<file path="src/rtl/urv_trap_ctrl_if.sv">
// Execute-stage bundle between the pipeline and the trap/counter unit.
// The pipeline side is the master; the trap unit answers with trap/mret.
interface urv_trap_ctrl_if;
    logic        x_stall_i;
    logic        x_kill_i;
    logic        x_valid_i;
    logic [31:0] x_pc_i;
    logic        d_is_csr_i;
    logic [11:0] d_csr_sel_i;
    logic [31:0] x_csr_write_value_i;
    logic        x_exception_i;
    logic [3:0]  x_exception_cause_i;
    logic        x_is_mret_i;
    logic        x_trap_o;
    logic        x_mret_o;

    modport master (
        output x_stall_i,
        output x_kill_i,
        output x_valid_i,
        output x_pc_i,
        output d_is_csr_i,
        output d_csr_sel_i,
        output x_csr_write_value_i,
        output x_exception_i,
        output x_exception_cause_i,
        output x_is_mret_i,
        input  x_trap_o,
        input  x_mret_o
    );

    modport slave (
        input  x_stall_i,
        input  x_kill_i,
        input  x_valid_i,
        input  x_pc_i,
        input  d_is_csr_i,
        input  d_csr_sel_i,
        input  x_csr_write_value_i,
        input  x_exception_i,
        input  x_exception_cause_i,
        input  x_is_mret_i,
        output x_trap_o,
        output x_mret_o
    );
endinterface

</file>
<file path="src/rtl/urv_trap_ctrl.sv">
// Machine-mode trap entry/return, interrupt CSRs and counters
// for the Kamikaze-uRV execute stage.
module urv_trap_ctrl #(
    parameter int g_irq_sync_stages = 2
) (
    input  logic        clk_i,
    input  logic        rst_i,
    urv_trap_ctrl_if.slave x,
    input  logic        irq_i,
    input  logic        timer_irq_i,
    input  logic        timer_tick_i,
    output logic [31:0] csr_mstatus_o,
    output logic [31:0] csr_mip_o,
    output logic [31:0] csr_mie_o,
    output logic [31:0] csr_mepc_o,
    output logic [31:0] csr_mcause_o,
    output logic [63:0] csr_cycles_o,
    output logic [63:0] csr_instrs_o,
    output logic [39:0] csr_time_o
);

    localparam int G = g_irq_sync_stages;

    localparam logic [11:0] ADDR_MSTATUS = 12'h300;
    localparam logic [11:0] ADDR_MIE     = 12'h304;
    localparam logic [11:0] ADDR_MEPC    = 12'h341;
    localparam logic [11:0] ADDR_MCAUSE  = 12'h342;

    logic          mie_q, mpie_q;
    logic          mtie_q, meie_q;
    logic          mtip_q;
    logic [G-1:0]  irq_sync_q;
    logic          meip;
    logic [31:0]   mepc_q;
    logic          mcause_irq_q;
    logic [3:0]    mcause_code_q;
    logic [63:0]   cycles_q, instrs_q;
    logic [39:0]   time_q;

    logic ce, pend, trap, mret, csr_we;
    logic wr_mstatus, wr_mie, wr_mepc, wr_mcause;
    logic [31:0] wval;

    always_comb begin
        meip       = irq_sync_q[G-1];
        ce         = x.x_valid_i & ~x.x_stall_i & ~x.x_kill_i;
        pend       = mie_q & ((meip & meie_q) | (mtip_q & mtie_q));
        trap       = ce & (x.x_exception_i | pend);
        mret       = ce & x.x_is_mret_i & ~trap;
        csr_we     = ce & x.d_is_csr_i & ~trap;
        wval       = x.x_csr_write_value_i;
        wr_mstatus = csr_we & (x.d_csr_sel_i == ADDR_MSTATUS);
        wr_mie     = csr_we & (x.d_csr_sel_i == ADDR_MIE);
        wr_mepc    = csr_we & (x.d_csr_sel_i == ADDR_MEPC);
        wr_mcause  = csr_we & (x.d_csr_sel_i == ADDR_MCAUSE);
    end

    assign x.x_trap_o = trap;
    assign x.x_mret_o = mret;

    // External irq is asynchronous; timer irq is already in our domain.
    always_ff @(posedge clk_i or negedge rst_i) begin
        if (!rst_i) begin
            irq_sync_q <= '0;
            mtip_q     <= 1'b0;
        end else begin
            irq_sync_q <= {irq_sync_q[G-2:0], irq_i};
            mtip_q     <= timer_irq_i;
        end
    end

    always_ff @(posedge clk_i or negedge rst_i) begin
        if (!rst_i) begin
            cycles_q <= '0;
            instrs_q <= '0;
            time_q   <= '0;
        end else begin
            cycles_q <= cycles_q + 64'd1;
            if (ce && !trap)
                instrs_q <= instrs_q + 64'd1;
            if (timer_tick_i)
                time_q <= time_q + 40'd1;
        end
    end

    always_ff @(posedge clk_i or negedge rst_i) begin
        if (!rst_i) begin
            mie_q  <= 1'b0;
            mpie_q <= 1'b0;
        end else begin
            unique case (1'b1)
                trap: begin
                    mpie_q <= mie_q;
                    mie_q  <= 1'b0;
                end
                mret: begin
                    mie_q  <= mpie_q;
                    mpie_q <= 1'b1;
                end
                wr_mstatus: begin
                    mie_q  <= wval[3];
                    mpie_q <= wval[7];
                end
                default: ;
            endcase
        end
    end

    always_ff @(posedge clk_i or negedge rst_i) begin
        if (!rst_i) begin
            mtie_q <= 1'b0;
            meie_q <= 1'b0;
        end else if (wr_mie) begin
            mtie_q <= wval[7];
            meie_q <= wval[11];
        end
    end

    always_ff @(posedge clk_i or negedge rst_i) begin
        if (!rst_i) begin
            mepc_q        <= '0;
            mcause_irq_q  <= 1'b0;
            mcause_code_q <= '0;
        end else begin
            unique case (1'b1)
                trap: begin
                    mepc_q       <= x.x_pc_i & 32'hFFFF_FFFC;
                    mcause_irq_q <= ~x.x_exception_i;
                    // Exception beats external irq, which beats timer.
                    if (x.x_exception_i)
                        mcause_code_q <= x.x_exception_cause_i;
                    else if (meip && meie_q)
                        mcause_code_q <= 4'hB;
                    else
                        mcause_code_q <= 4'h7;
                end
                wr_mepc:
                    mepc_q <= wval & 32'hFFFF_FFFC;
                wr_mcause: begin
                    mcause_irq_q  <= wval[31];
                    mcause_code_q <= wval[3:0];
                end
                default: ;
            endcase
        end
    end

    assign csr_mstatus_o = {24'b0, mpie_q, 3'b0, mie_q, 3'b0};
    assign csr_mie_o     = {20'b0, meie_q, 3'b0, mtie_q, 7'b0};
    assign csr_mip_o     = {20'b0, meip, 3'b0, mtip_q, 7'b0};
    assign csr_mepc_o    = mepc_q;
    assign csr_mcause_o  = {mcause_irq_q, 27'b0, mcause_code_q};
    assign csr_cycles_o  = cycles_q;
    assign csr_instrs_o  = instrs_q;
    assign csr_time_o    = time_q;

endmodule

</file>
<file path="src/flat_wrapper.sv">
// flat-port wrapper written by rule: the top's interface ports become plain ports
module urv_trap_ctrl_flat 
#(
    parameter int g_irq_sync_stages = 2
)
  (clk_i, rst_i, irq_i, timer_irq_i, timer_tick_i, csr_mstatus_o, csr_mip_o, csr_mie_o, csr_mepc_o, csr_mcause_o, csr_cycles_o, csr_instrs_o, csr_time_o, x_x_stall_i, x_x_kill_i, x_x_valid_i, x_x_pc_i, x_d_is_csr_i, x_d_csr_sel_i, x_x_csr_write_value_i, x_x_exception_i, x_x_exception_cause_i, x_x_is_mret_i, x_x_trap_o, x_x_mret_o);
  urv_trap_ctrl_if x_i ();
  input  logic clk_i;
  input  logic rst_i;
  input  logic irq_i;
  input  logic timer_irq_i;
  input  logic timer_tick_i;
  output logic [31:0] csr_mstatus_o;
  output logic [31:0] csr_mip_o;
  output logic [31:0] csr_mie_o;
  output logic [31:0] csr_mepc_o;
  output logic [31:0] csr_mcause_o;
  output logic [63:0] csr_cycles_o;
  output logic [63:0] csr_instrs_o;
  output logic [39:0] csr_time_o;
  input wire logic [$bits(x_i.x_stall_i)-1:0] x_x_stall_i;
  input wire logic [$bits(x_i.x_kill_i)-1:0] x_x_kill_i;
  input wire logic [$bits(x_i.x_valid_i)-1:0] x_x_valid_i;
  input wire logic [$bits(x_i.x_pc_i)-1:0] x_x_pc_i;
  input wire logic [$bits(x_i.d_is_csr_i)-1:0] x_d_is_csr_i;
  input wire logic [$bits(x_i.d_csr_sel_i)-1:0] x_d_csr_sel_i;
  input wire logic [$bits(x_i.x_csr_write_value_i)-1:0] x_x_csr_write_value_i;
  input wire logic [$bits(x_i.x_exception_i)-1:0] x_x_exception_i;
  input wire logic [$bits(x_i.x_exception_cause_i)-1:0] x_x_exception_cause_i;
  input wire logic [$bits(x_i.x_is_mret_i)-1:0] x_x_is_mret_i;
  output wire logic [$bits(x_i.x_trap_o)-1:0] x_x_trap_o;
  output wire logic [$bits(x_i.x_mret_o)-1:0] x_x_mret_o;
  assign x_i.x_stall_i = x_x_stall_i;
  assign x_i.x_kill_i = x_x_kill_i;
  assign x_i.x_valid_i = x_x_valid_i;
  assign x_i.x_pc_i = x_x_pc_i;
  assign x_i.d_is_csr_i = x_d_is_csr_i;
  assign x_i.d_csr_sel_i = x_d_csr_sel_i;
  assign x_i.x_csr_write_value_i = x_x_csr_write_value_i;
  assign x_i.x_exception_i = x_x_exception_i;
  assign x_i.x_exception_cause_i = x_x_exception_cause_i;
  assign x_i.x_is_mret_i = x_x_is_mret_i;
  assign x_x_trap_o = x_i.x_trap_o;
  assign x_x_mret_o = x_i.x_mret_o;
  urv_trap_ctrl #(.g_irq_sync_stages(g_irq_sync_stages)) u_core (.clk_i(clk_i), .rst_i(rst_i), .x(x_i), .irq_i(irq_i), .timer_irq_i(timer_irq_i), .timer_tick_i(timer_tick_i), .csr_mstatus_o(csr_mstatus_o), .csr_mip_o(csr_mip_o), .csr_mie_o(csr_mie_o), .csr_mepc_o(csr_mepc_o), .csr_mcause_o(csr_mcause_o), .csr_cycles_o(csr_cycles_o), .csr_instrs_o(csr_instrs_o), .csr_time_o(csr_time_o));
endmodule
</file>
<file path="config.mk">
export PLATFORM = sky130hd
export DESIGN_NAME = urv_trap_ctrl_flat
export DESIGN_NICKNAME = d
export VERILOG_FILES = /design/src/rtl/urv_trap_ctrl_if.sv /design/src/rtl/urv_trap_ctrl.sv /design/src/flat_wrapper.sv
export SDC_FILE = /design/constraint.sdc
export NUM_CORES = 1
export LEC_CHECK = 0
export BUFFER_PORTS_ARGS = -buffer_cell sky130_fd_sc_hd__buf_2
export CAP_MARGIN = 20
export CORE_UTILIZATION = 30
export CTS_BUF_LIST = sky130_fd_sc_hd__clkbuf_8
export CTS_CLUSTER_SIZE = 16
export DETAILED_ROUTE_END_ITERATION = 7
export GPL_TIMING_DRIVEN = 0
export PLACE_DENSITY = 0.56
export SLEW_MARGIN = 20
export SYNTH_ARGS = -nofsm -noshare
export SYNTH_HDL_FRONTEND = slang
export SYNTH_SLANG_ARGS = --single-unit
</file>
<file path="constraint.sdc">
create_clock -name clk_i -period 2.8 [get_ports clk_i]
set_input_delay 0.28 -clock clk_i [delete_from_list [all_inputs] [get_ports clk_i]]
set_output_delay 0.28 -clock clk_i [all_outputs]
set_load 0.02 [all_outputs]
</file>
==> impl_metrics.py <==
metrics = {
    "critical_path": {
        "timing.critical_path.required_ns": 3.21,
        "cp_data_arrival_time_ns": 3.10,
        "timing.critical_path.buf_inv": 3,
        "worst_setup_start_kind": "flip-flop",
        "cpMostUsedCell": "sky130_fd_sc_hd__buf_6",
        "rr_endpoint": "u_core.mcause_code_q[0]",
        "endpoint_kind": "flip-flop",
        "worstRegToRegCells": 8,
        "critPathSlowestCell": "sky130_fd_sc_hd__dlygate4sd3_1",
        "worst-r2r-setup-slack_ns": 0.11,
        "cp_slowest_stage_delay_ns": 0.56,
        "maximum_fanout_along_the_worst_path": 10,
        "critical_path_class": "reg -> reg",
        "worst_r2r_startpoint": "u_core.irq_sync_q[1]",
        "timing.critical_path.max_delay_family": "buffers and inverters",
        "path_cells": "a22o_4 -> a211o_1 -> buf_6 -> or4_4 -> buf_6 -> o221ai_1 -> o21ai_0 -> dlygate4sd3_1",
    },
    "timing": {
        "maxClockFrequency_mhz": 372,
        "setup_ws_ns": 0.110,
        "period_share_pct": 96.1,
        "worst_slew_pin_slew_ns": 0.963,
        "timing.slew.headroom_pct": 35.2,
        "final_period_minus_worst_setup_slack_ns": 2.69,
        "clock_skew_ns": 0.0271,
        "hold_violations": 0,
        "timing.final.setup_violations": 0,
        "sum_of_negative_setup_slack_ns": 0,
        "slew_viol_final": 0,
    },
    "pwr": {
        "combinationalPowerShare_pct": 16.0,
        "ir_worst_vdd_uv": 293,
        "clock_group_share_of_total_power_pct": 38.2,
        "netSwitchingPower_w": 0.00215,
        "p_leak_nw": 7.64,
        "internal-power_w": 0.00525,
        "power_switching_share_pct": 29.0,
        "seqPwrFrac_pct": 45.7,
        "power_per_standard_cell_area_nw_per_um2": 505,
    },
    "die": {
        "design.die.area_um2": 36200,
        "fp.dieH_um": 190,
        "die_x_um": 190,
        "std_cell_rows": 68,
        "io_pins": 421,
        "floorplan.initialDensity_pct": 30.6,
        "fp.coreArea_um2": 34700,
    },
    "logic_synthesis": {
        "sequential_to_total_area_share_from_yosys_stat_pct": 49.4,
        "post_synth_num_cell_types": 50,
        "yosys_warnings": 0,
        "avgSynthCellArea_um2": 10.1,
        "synthesis.area_um2": 10600,
        "async_reset_ff_share_pct": 100,
        "total_of_flip_flops_plus_latches_after_synthesis": 210,
        "synth_ff_type": "sky130_fd_sc_hd__dfrtp_1",
        "synth_enable_flop_cells": 0,
        "postSynthCellCount": 1052,
    },
    "drt": {
        "drt_iter0_markers": 362,
        "detail-route-antenna-nets": 0,
        "routed_via_density": 4.45,
        "routed_wire_length_per_instance_um": 14.7,
        "detail_route.drc_violations": 0,
        "route.vias.total": 9163,
        "first_pass_iters": 5,
        "drt-total-wl_um": 30200,
    },
    "cells_and_area": {
        "design_area_um2": 14600,
        "finish.utilization_pct": 42.1,
        "num_antenna_cells": 0,
        "nets": 1672,
        "post_route_cells_drive_above_1_share_pct": 32.0,
        "areaGrowthSynthToFinish_pct": 37.5,
    },
    "hold_path": {
        "min-delay-path-class": "in -> reg",
        "worstHoldPathCells": 2,
        "hold-path-endpoint": "u_core.mie_q",
        "hp-start": "x_x_csr_write_value_i[3]",
    },
    "global_route": {
        "first_pass_grt_wire_length_um": 47100,
        "via_count_of_the_first_global_routing_pass": 8732,
        "grt_overflow": 0,
        "antenna_found_initial": 0,
        "grt_max_degree": 88,
        "gr-usage-all-layers_pct": 16.4,
    },
    "clocking": {
        "root_buffer_master": "sky130_fd_sc_hd__clkbuf_8",
        "clk_pin_slew_ns": 0.05,
        "tritoncts": "yes",
        "cts-htree-levels": 2,
        "clock_sinks": 210,
        "clock_path_buffers": 3,
        "numCtsBuffers": 40,
        "clk_lat_worst_skew_ns": 0.55,
    },
    "placement": {
        "gp_congestion": 0.830,
        "port_buffers": 298,
        "dp_hpwl_um": 22400,
        "place_worst_setup_slack_ns": 0.0119,
        "placement.cell_area_um2": 13200,
    },
    "run": {
        "drv_cap": 0,
    },
    "outcome": {
        "run_status": "complete, no violations",
    },
}
[placed cells by master (no fill, tap or decap), drive strengths merged, types with 45 or more instances in the layout]
master | netlist | routed
inv | 31 | 51
dlygate4sd3 | 0 | 66
conb | 1 | 119
buf | 135 | 436
clkbuf | 12 | 56
nand2 | 114 | 114
xor2 | 74 | 74
dfrtp | 210 | 210
nand3 | 62 | 62
nor2 | 53 | 53
nor3 | 45 | 45
xnor2 | 90 | 90
nand4 | 55 | 55
[metrics by stage]
step | total power [W] | std cells | hold WS [ns]
3_3_place_gp | 0.00451 | 1923 | 0.340
2_1_floorplan | 0.00412 | 1170 | -0.0156
4_1_cts | 0.00753 | 2058 | 0.00605
6_report | 0.00739 | 2059 | 0.0620
5_1_grt | 0.00777 | 2059 | 0.0168
3_5_place_dp | 0.00454 | 1925 | 0.198
[cell type report]
class,count,area [um2]
tap,455,569
buffer,146,1050
clock buffer,45,619
fill,3465,20100
clock inverter,23,120
multi-input combinational,781,4660
inverter,32,125
timing repair buffer,367,2220
sequential,210,5260
[synthesized netlist by cell type, types with 2 or more instances]
cell                       number  area [um2]
sky130_fd_sc_hd__clkbuf_1      12        45.0
sky130_fd_sc_hd__buf_2          6        30.0
sky130_fd_sc_hd__o221ai_1       3        26.3
sky130_fd_sc_hd__nor2_2         3        18.8
sky130_fd_sc_hd__ha_1           3        37.5
sky130_fd_sc_hd__nor4_1        34         213
sky130_fd_sc_hd__o21ai_0       33         165
sky130_fd_sc_hd__nor2_1        50         188
sky130_fd_sc_hd__nand2_1      114         428
sky130_fd_sc_hd__nand3_1       62         310
sky130_fd_sc_hd__nor3b_1        3        22.5
sky130_fd_sc_hd__buf_4        126         946
sky130_fd_sc_hd__or4_4          3        33.8
sky130_fd_sc_hd__xnor2_1       90         788
sky130_fd_sc_hd__dfrtp_1      210        5260
sky130_fd_sc_hd__a21oi_1        2        10.0
sky130_fd_sc_hd__or3b_1         2        17.5
sky130_fd_sc_hd__nor3_1        43         215
sky130_fd_sc_hd__nor4_4         3        63.8
sky130_fd_sc_hd__and4_1         6        52.6
sky130_fd_sc_hd__inv_1         31         116
sky130_fd_sc_hd__and3_1        15        93.8
sky130_fd_sc_hd__buf_6          3        33.8
sky130_fd_sc_hd__nor4b_2        3        45.0
sky130_fd_sc_hd__mux2_2         3        33.8
sky130_fd_sc_hd__nand4_1       55         344
sky130_fd_sc_hd__or4_1          3        22.5
sky130_fd_sc_hd__or2_2          4        25.0
sky130_fd_sc_hd__nand2b_1       2        12.5
sky130_fd_sc_hd__a22oi_1       30         225
sky130_fd_sc_hd__or3_1          3        18.8
sky130_fd_sc_hd__xor2_1        74         648
[repair_timing]
item | in CTS | in global routing
endpoints found under the setup margin | 1 | 2
setup buffers | 0 | 1
hold endpoints to repair | 92 | 0
hold buffers | 66 | 0
resized for setup | 3 | 3
[sequential cells by signal, indices dropped and copies added (netlist names)]
| name | cells |
|---|---|
| u_core.mtip_q | 1 |
| u_core.csr_cycles_o | 64 |
| u_core.csr_time_o | 40 |
| u_core.meie_q | 1 |
| u_core.mcause_code_q | 4 |
| u_core.csr_instrs_o | 64 |
| u_core.mie_q | 1 |
| u_core.csr_mepc_o | 30 |
| u_core.irq_sync_q | 2 |
| u_core.mcause_irq_q | 1 |
| u_core.mpie_q | 1 |
| u_core.mtie_q | 1 |
[worst max path at each step]
stage,start,slack [ns],cells past startpoint,end
2_1_floorplan,u_core.csr_time_o[7],0.57,5,u_core.csr_time_o[39]
3_5_place_dp,u_core.irq_sync_q[1],0.01,8,u_core.csr_mepc_o[21]
4_1_cts,u_core.irq_sync_q[1],0.06,8,u_core.mcause_code_q[0]
5_1_grt,u_core.meie_q,-0.001,8,u_core.mcause_code_q[1]
6_report,u_core.irq_sync_q[1],0.11,8,u_core.mcause_code_q[0]
3_3_place_gp,rst_i,-2.42,1,u_core.csr_mepc_o[20]
[power by group through the flow]
stage	registers (W)	clock network, W	logic [W]
2_1_floorplan	0.00361	0	0.000505
3_3_place_gp	0.00343	0	0.00108
3_5_place_dp	0.00343	0	0.00111
4_1_cts	0.00338	0.00296	0.00119
5_1_grt	0.00340	0.00308	0.00129
6_report	0.00338	0.00283	0.00119
[cell families (layout without fill, tap and decap cells)]
group                    count (synthesis)  after routing  share of synthesized area [%]
adder cells (fa/ha/maj)                  3              3                          0.353
AO/OA/AOI/OAI                           78             78                           4.79
flip-flops                             210            210                           49.4
AND/OR/NAND/NOR                        414            414                           20.5
buffers and inverters                  179            613                           11.0
other                                    1            119                         0.0353
multiplexers                             3              3                          0.318
XOR/XNOR                               164            164                           13.5
[routing by layer]
layer	wire length (um)	GRT usage, %	vias up
met5	0	0	-
met4	955	7.26	0
met3	1850	3.83	70
met2	14300	25.9	308
met1	13100	21.3	4330
li1	-	-	4455
Note: power is estimated with default switching activity, not from simulation.
